File: config.mk
export PLATFORM = sky130hd
export DESIGN_NAME = interrupt_sequencer_flat
export DESIGN_NICKNAME = d
export VERILOG_FILES = /design/src/rtl/cpu_pkg.sv /design/src/rtl/interrupt_sequencer_if.sv /design/src/rtl/nmi_edge_detect.sv /design/src/rtl/interrupt_sequencer.sv /design/src/flat_wrapper.sv
export SDC_FILE = /design/constraint.sdc
export NUM_CORES = 1
export LEC_CHECK = 0
export BUFFER_PORTS_ARGS = -buffer_cell sky130_fd_sc_hd__buf_4
export CAP_MARGIN = 20
export CORE_MARGIN = 2
export CORE_UTILIZATION = 31
export DETAILED_ROUTE_END_ITERATION = 6
export PLACE_DENSITY = 0.62
export SYNTH_ARGS = -nofsm -noshare
export SYNTH_HDL_FRONTEND = slang
export SYNTH_HIERARCHICAL = 1
export SYNTH_SLANG_ARGS = --single-unit
File: constraint.sdc
create_clock -name clk -period 2.05 [get_ports clk]
set_input_delay 0.41 -clock clk [delete_from_list [all_inputs] [get_ports clk]]
set_output_delay 0.41 -clock clk [all_outputs]
set_load 0.005 [all_outputs]
File: src/rtl/cpu_pkg.sv
// Shared encodings for the interrupt/reset sequencer:
// FSM states, bus/push selects and vector addresses.
package cpu_pkg;

  typedef enum logic [3:0] {
    ST_RST_S1   = 4'd0,
    ST_RST_S2   = 4'd1,
    ST_RST_S3   = 4'd2,
    ST_IDLE     = 4'd3,
    ST_PUSH_PCH = 4'd4,
    ST_PUSH_PCL = 4'd5,
    ST_PUSH_P   = 4'd6,
    ST_VEC_LO   = 4'd7,
    ST_VEC_HI   = 4'd8
  } seq_state_t;

  localparam logic [1:0] BUS_NONE     = 2'b00;
  localparam logic [1:0] BUS_STACK_WR = 2'b01;
  localparam logic [1:0] BUS_VEC_RD   = 2'b10;

  localparam logic [1:0] SEL_PCH = 2'b00;
  localparam logic [1:0] SEL_PCL = 2'b01;
  localparam logic [1:0] SEL_P   = 2'b10;

  localparam logic [1:0] VSEL_NMI = 2'd0;
  localparam logic [1:0] VSEL_RST = 2'd1;
  localparam logic [1:0] VSEL_IRQ = 2'd2;

  localparam logic [15:0] NMI_VEC_LO = 16'hFFFA;
  localparam logic [15:0] NMI_VEC_HI = 16'hFFFB;
  localparam logic [15:0] RST_VEC_LO = 16'hFFFC;
  localparam logic [15:0] RST_VEC_HI = 16'hFFFD;
  localparam logic [15:0] IRQ_VEC_LO = 16'hFFFE;
  localparam logic [15:0] IRQ_VEC_HI = 16'hFFFF;

  function automatic logic [15:0] vec_addr(
    input logic [1:0] sel,
    input logic       hi
  );
    logic [15:0] a;
    case (sel)
      VSEL_NMI: a = hi ? NMI_VEC_HI : NMI_VEC_LO;
      VSEL_IRQ: a = hi ? IRQ_VEC_HI : IRQ_VEC_LO;
      default:  a = hi ? RST_VEC_HI : RST_VEC_LO;
    endcase
    return a;
  endfunction

endpackage

File: src/rtl/interrupt_sequencer_if.sv
// Bus-side bundle between the sequencer and the
// core's address/stack/PSR datapath.
interface interrupt_sequencer_if;
  logic        ready;
  logic        seq_active;
  logic [1:0]  bus_op;
  logic [1:0]  push_sel;
  logic [7:0]  psr_push;
  logic        sp_dec;
  logic [15:0] vector_addr;
  logic        set_I;
  logic        seq_done;

  modport master (
    input  ready,
    output seq_active,
    output bus_op,
    output push_sel,
    output psr_push,
    output sp_dec,
    output vector_addr,
    output set_I,
    output seq_done
  );

  modport slave (
    output ready,
    input  seq_active,
    input  bus_op,
    input  push_sel,
    input  psr_push,
    input  sp_dec,
    input  vector_addr,
    input  set_I,
    input  seq_done
  );
endinterface

File: src/rtl/nmi_edge_detect.sv
// Falling-edge detector for nmi_n with a sticky
// pending flag; a fresh edge beats a same-cycle clear.
module nmi_edge_detect (
  input  logic clk,
  input  logic nrst,
  input  logic nmi_n,
  input  logic clr,
  output logic pend
);

  logic nmi_q;

  always_ff @(posedge clk or negedge nrst) begin
    if (!nrst) begin
      nmi_q <= 1'b1;
      pend  <= 1'b0;
    end else begin
      nmi_q <= nmi_n;
      if (nmi_q && !nmi_n)
        pend <= 1'b1;
      else if (clr)
        pend <= 1'b0;
    end
  end

endmodule

File: src/rtl/interrupt_sequencer.sv
// Reset / NMI / BRK / IRQ entry sequencer: stacks
// PC and P, then fetches the selected vector.
module interrupt_sequencer
  import cpu_pkg::*;
(
  input  logic       clk,
  input  logic       nrst,
  input  logic       nmi_n,
  input  logic       irq_n,
  input  logic [7:0] psr_in,
  input  logic       fetch_boundary,
  input  logic       brk_op,
  interrupt_sequencer_if.master bus
);

  localparam logic [3:0] RST_S1   = ST_RST_S1;
  localparam logic [3:0] RST_S2   = ST_RST_S2;
  localparam logic [3:0] RST_S3   = ST_RST_S3;
  localparam logic [3:0] IDLE     = ST_IDLE;
  localparam logic [3:0] PUSH_PCH = ST_PUSH_PCH;
  localparam logic [3:0] PUSH_PCL = ST_PUSH_PCL;
  localparam logic [3:0] PUSH_P   = ST_PUSH_P;
  localparam logic [3:0] VEC_LO   = ST_VEC_LO;
  localparam logic [3:0] VEC_HI   = ST_VEC_HI;

  logic [3:0] state;
  logic [3:0] nxt;
  logic [1:0] vec_sel;
  logic       b_flag;
  logic       nmi_pend;
  logic       irq_pend;
  logic       take;
  logic       commit_nmi;
  logic       hijack;

  assign irq_pend   = !irq_n && !psr_in[2];
  assign take       = (state == IDLE) && fetch_boundary &&
                      (nmi_pend || brk_op || irq_pend);
  assign commit_nmi = take && nmi_pend;
  // A late NMI steals a BRK/IRQ sequence at its last push.
  assign hijack     = (state == PUSH_P) && bus.ready &&
                      nmi_pend && (vec_sel != VSEL_NMI);

  nmi_edge_detect u_nmi (
    .clk   (clk),
    .nrst  (nrst),
    .nmi_n (nmi_n),
    .clr   (commit_nmi || hijack),
    .pend  (nmi_pend)
  );

  always_comb begin
    nxt = state;
    case (state)
      RST_S1:   nxt = RST_S2;
      RST_S2:   nxt = RST_S3;
      RST_S3:   nxt = VEC_LO;
      IDLE:     nxt = take ? PUSH_PCH : IDLE;
      PUSH_PCH: nxt = PUSH_PCL;
      PUSH_PCL: nxt = PUSH_P;
      PUSH_P:   nxt = VEC_LO;
      VEC_LO:   nxt = VEC_HI;
      VEC_HI:   nxt = IDLE;
      default:  nxt = IDLE;
    endcase
  end

  always_ff @(posedge clk or negedge nrst) begin
    if (!nrst) begin
      state   <= RST_S1;
      vec_sel <= VSEL_RST;
      b_flag  <= 1'b0;
    end else begin
      if (state == IDLE || bus.ready)
        state <= nxt;
      if (take) begin
        vec_sel <= nmi_pend ? VSEL_NMI : VSEL_IRQ;
        b_flag  <= !nmi_pend && brk_op;
      end else if (hijack) begin
        vec_sel <= VSEL_NMI;
      end
    end
  end

  always_comb begin
    bus.seq_active  = (state != IDLE);
    bus.bus_op      = BUS_NONE;
    bus.push_sel    = SEL_PCH;
    bus.sp_dec      = 1'b0;
    bus.vector_addr = 16'h0000;
    bus.set_I       = 1'b0;
    bus.seq_done    = 1'b0;
    bus.psr_push    = (psr_in & 8'hCF) |
                      {2'b00, 1'b1, b_flag, 4'b0000};
    unique case (1'b1)
      (state == RST_S1),
      (state == RST_S2),
      (state == RST_S3): bus.sp_dec = 1'b1;
      (state == PUSH_PCH): begin
        bus.bus_op = BUS_STACK_WR;
        bus.sp_dec = 1'b1;
      end
      (state == PUSH_PCL): begin
        bus.bus_op   = BUS_STACK_WR;
        bus.push_sel = SEL_PCL;
        bus.sp_dec   = 1'b1;
      end
      (state == PUSH_P): begin
        bus.bus_op   = BUS_STACK_WR;
        bus.push_sel = SEL_P;
        bus.sp_dec   = 1'b1;
      end
      (state == VEC_LO): begin
        bus.bus_op      = BUS_VEC_RD;
        bus.vector_addr = vec_addr(vec_sel, 1'b0);
        bus.set_I       = bus.ready;
      end
      (state == VEC_HI): begin
        bus.bus_op      = BUS_VEC_RD;
        bus.vector_addr = vec_addr(vec_sel, 1'b1);
        bus.seq_done    = bus.ready;
      end
      default: ;
    endcase
  end

endmodule

File: src/flat_wrapper.sv
// flat-port wrapper written by rule: the top's interface ports become plain ports
module interrupt_sequencer_flat import cpu_pkg::*;
  (clk, nrst, nmi_n, irq_n, psr_in, fetch_boundary, brk_op, bus_ready, bus_seq_active, bus_bus_op, bus_push_sel, bus_psr_push, bus_sp_dec, bus_vector_addr, bus_set_I, bus_seq_done);
  interrupt_sequencer_if bus_i ();
  input  logic clk;
  input  logic nrst;
  input  logic nmi_n;
  input  logic irq_n;
  input  logic [7:0] psr_in;
  input  logic fetch_boundary;
  input  logic brk_op;
  input wire logic [$bits(bus_i.ready)-1:0] bus_ready;
  output wire logic [$bits(bus_i.seq_active)-1:0] bus_seq_active;
  output wire logic [$bits(bus_i.bus_op)-1:0] bus_bus_op;
  output wire logic [$bits(bus_i.push_sel)-1:0] bus_push_sel;
  output wire logic [$bits(bus_i.psr_push)-1:0] bus_psr_push;
  output wire logic [$bits(bus_i.sp_dec)-1:0] bus_sp_dec;
  output wire logic [$bits(bus_i.vector_addr)-1:0] bus_vector_addr;
  output wire logic [$bits(bus_i.set_I)-1:0] bus_set_I;
  output wire logic [$bits(bus_i.seq_done)-1:0] bus_seq_done;
  assign bus_i.ready = bus_ready;
  assign bus_seq_active = bus_i.seq_active;
  assign bus_bus_op = bus_i.bus_op;
  assign bus_push_sel = bus_i.push_sel;
  assign bus_psr_push = bus_i.psr_push;
  assign bus_sp_dec = bus_i.sp_dec;
  assign bus_vector_addr = bus_i.vector_addr;
  assign bus_set_I = bus_i.set_I;
  assign bus_seq_done = bus_i.seq_done;
  interrupt_sequencer u_core (.clk(clk), .nrst(nrst), .nmi_n(nmi_n), .irq_n(irq_n), .psr_in(psr_in), .fetch_boundary(fetch_boundary), .brk_op(brk_op), .bus(bus_i));
endmodule
==> reports/results.tsv <==
stage	metric	value	unit
floorplan	dieArea	2656	um2
power	power.density	1443	nW/um2
route	wl	1.404	mm
grt	grt_pass1_vias	500	
route	dr.pass1.iters	4	
synth	synth_nets	94	
placement	place_area	810.8	um2
synth	syn_inst	79	
sta	drv_slew	0	
synth	seq_area_frac_synth	32.50	%
worst_setup_path	startpoint	u_core/state[1]	
route	drtIter0Drc	10	
power	intPower	0.7377	mW
sta	clock.fmax	521.3	MHz
worst_setup_path	critPathKind	reg -> out	
route	vias_per_cell	4.585	
sta	setup_viol	0	
synth	yosysTopAreaCellShare	25.00	%
worst_setup_path	endpoint_kind	output pin	
power	switching_share	40.95	%
worst_setup_path	ff2ff_path_depth	4	
cts	cts_tree	done	
synth	synth_area	700.7	um2
sta	post-route-period-util	93.57	%
power	seqPwrFrac	29.9	%
worst_setup_path	cp-endpoint	bus_vector_addr[12]	
worst_setup_path	worst_r2r_endpoint	u_core/b_flag	
power	switching_power	0.5115	mW
finish	final.fill_count	232	
grt	overflow	0	
power	combPwrFrac	59.3	%
sta	hold_viol_final	0	
worst_setup_path	path_max_fanout	8	
cts	cts_setup_buffers	0	
finish	diodes	0	
worst_setup_path	critPathLaunchType	flop	
synth	synth_seq_cells	9	
worst_setup_path	worstPathArrival	1.51	ns
cts	cts_sinks	9	
placement	placement.setup.worst_slack	0.1811	ns
finish	final_util	39.91	%
floorplan	rows	17	
cts	htreeDepth	1	
grt	track_usage	10.80	%
floorplan	initial_core_util	32.30	%
finish	final_nets	111	
power	leakagePower	0.4396	nW
grt	grt_max_degree	15	
floorplan	fp.dieH	51.54	um
floorplan	die_x	51.54	um
floorplan	io_pins	47	
worst_setup_path	reg2reg_slack	0.66	ns
synth	synth.area.top_cells	dfrtp_1 25%, buf_4 25%, dfstp_2 7.5%, inv_1 3.8%, nor2_1 3.8%	
hold_path	hold_path.class	in -> reg	
placement	dpl.hpwl	1.069	mm
placement	gp_congestion	0.8196	
synth	synthDistinctLibCells	30	
floorplan	core_area	2170	um2
grt	antenna_found_initial	0	
sta	finClkSkew	0.006290	ns
synth	synth_area_per_cell	8.869	um2
synth	yosys.area.top_type	dfrtp_1	
route	ant_nets	0	
power	peakVddDrop	0.6369	mV
cts	cts_buffers	3	
finish	final_common_cell	buf_4	
finish	final_area	865.8	um2
run_status	status	completed	
placement	portBuffers	33	
finish	layout.cells.most_common_list	33 x buf_4, 6 x nor2_1, 6 x inv_1	
finish	area_growth	23.57	%
sta	period_minus_slack	1.918	ns
worst_setup_path	r2r_start	u_core/state[1]	
cts	root_buffer	clkbuf_4	
cts	insertion_delay	0.26	ns
cts	path_clk_slew	0.06	ns
finish	drive_gt1_share	54.74	%
run	maxCapViolations	0	
worst_setup_path	critPathRequiredTime	1.64	ns
grt	grt_pass1_wl	2.111	mm
route	wl_per_cell	11.41	um
power	pwr-share-clk	10.8	%
sta	fin_setup_tns	0	ns
cts	clockBufferDepth	2	
sta	rsz0062_at_grt	false	
sta	hold-worst-slack	0.2728	ns
route	drc	0	
synth	ys_warn_count	6	
route	vias	564	
sta	worst_slack	0.1318	ns
[metrics by stage]
stage | std cells | total power, mW
after floorplan | 79 | 0.8916
after global placement | 117 | 1.067
after detailed placement | 117 | 1.085
after CTS | 122 | 1.230
after global routing | 123 | 1.356
final | 123 | 1.249
[critical path, cell delays in order (launching register included)]
cell and delay (ns):
dfrtp_1 0.49, nor4_4 0.41, nor2_4 0.10, inv_2 0.12
buf_4 0.13
[per-layer routing]
layer	share of wire (%)	track usage, %	vias up
li1	-	-	273
met1	41	13.38	260
met2	49	17.52	28
met3	8.3	2.586	3
met4	1.6	5.263	0
met5	0	0	-
[synth_stat cells]
cell type,count
o32ai_1,1
mux2i_1,1
or3_1,1
a31o_1,1
dfrtp_1,7
inv_1,7
nand2_2,2
conb_1,1
o21ai_0,2
nand2b_1,1
nor3b_4,1
and2_1,1
nor3b_1,1
and3_1,2
dfstp_2,2
nor2_1,7
buf_4,23
o22ai_2,1
a311oi_1,1
nand2_1,4
a32o_1,1
nor4_4,1
a21oi_1,2
nor2b_1,1
and4bb_1,1
nand3_2,1
nor2b_2,1
inv_2,1
o211ai_1,1
o21ai_1,2
[cell type report]
cell class | instances | area [um2] | share of cell area [%]
clock buffer | 4 | 26.28 | 3.035
inverter | 8 | 30.03 | 3.468
multi-input combinational | 39 | 277.8 | 32.08
sequential | 9 | 231.5 | 26.73
tap | 28 | 35.03 | 4.046
timing repair buffer | 34 | 257.7 | 29.77
timing repair inverter | 1 | 7.507 | 0.8671
[repair_timing]
item / in CTS / in global routing
hold buffers: 1 / 0
hold endpoints to repair: 7 / 0
gates cloned: 0 / 1
setup endpoints to repair: 14 / 14
resized for setup: 1 / 6
[how the worst min path moves through the flow]
stage | start | end | slack [ns] | cells past startpoint
detailed placement | nrst | u_core/state[2] | 0.24 | 1
finish | nmi_n | u_core/u_nmi/nmi_q | 0.27 | 1
floorplan | nrst | u_core/b_flag | 0.11 | 0
global route | nmi_n | u_core/u_nmi/nmi_q | 0.25 | 1
global placement | nrst | u_core/state[2] | 0.24 | 1
CTS | nmi_n | u_core/u_nmi/nmi_q | 0.26 | 1
[cells by family (layout without fill, tap and decap cells)]
family | after synthesis | count (layout) | synth area share [%]
other | 1 | 1 | 0.5352
buffers and inverters | 31 | 47 | 28.93
AND/OR/NAND/NOR | 25 | 25 | 24.29
multiplexers | 1 | 1 | 1.429
flip-flops | 9 | 9 | 32.50
AO/OA/AOI/OAI | 12 | 12 | 12.32
[power by group through the flow]
stage                     logic [mW]  registers [mW]  clock network (mW)
after CTS                      0.721           0.365               0.144
after global routing           0.814           0.387               0.156
after floorplan                0.594           0.297                   0
after detailed placement       0.716           0.368                   0
after global placement         0.703           0.363                   0
final                          0.741           0.374               0.135
[flip-flops by register name (all words and copies together), names as in the netlist]
register / count
u_core/vec_sel: 2
u_core/u_nmi/nmi_q: 1
u_core/b_flag: 1
u_core/u_nmi/pend: 1
u_core/state: 4
(Power assumes the default switching activity.)
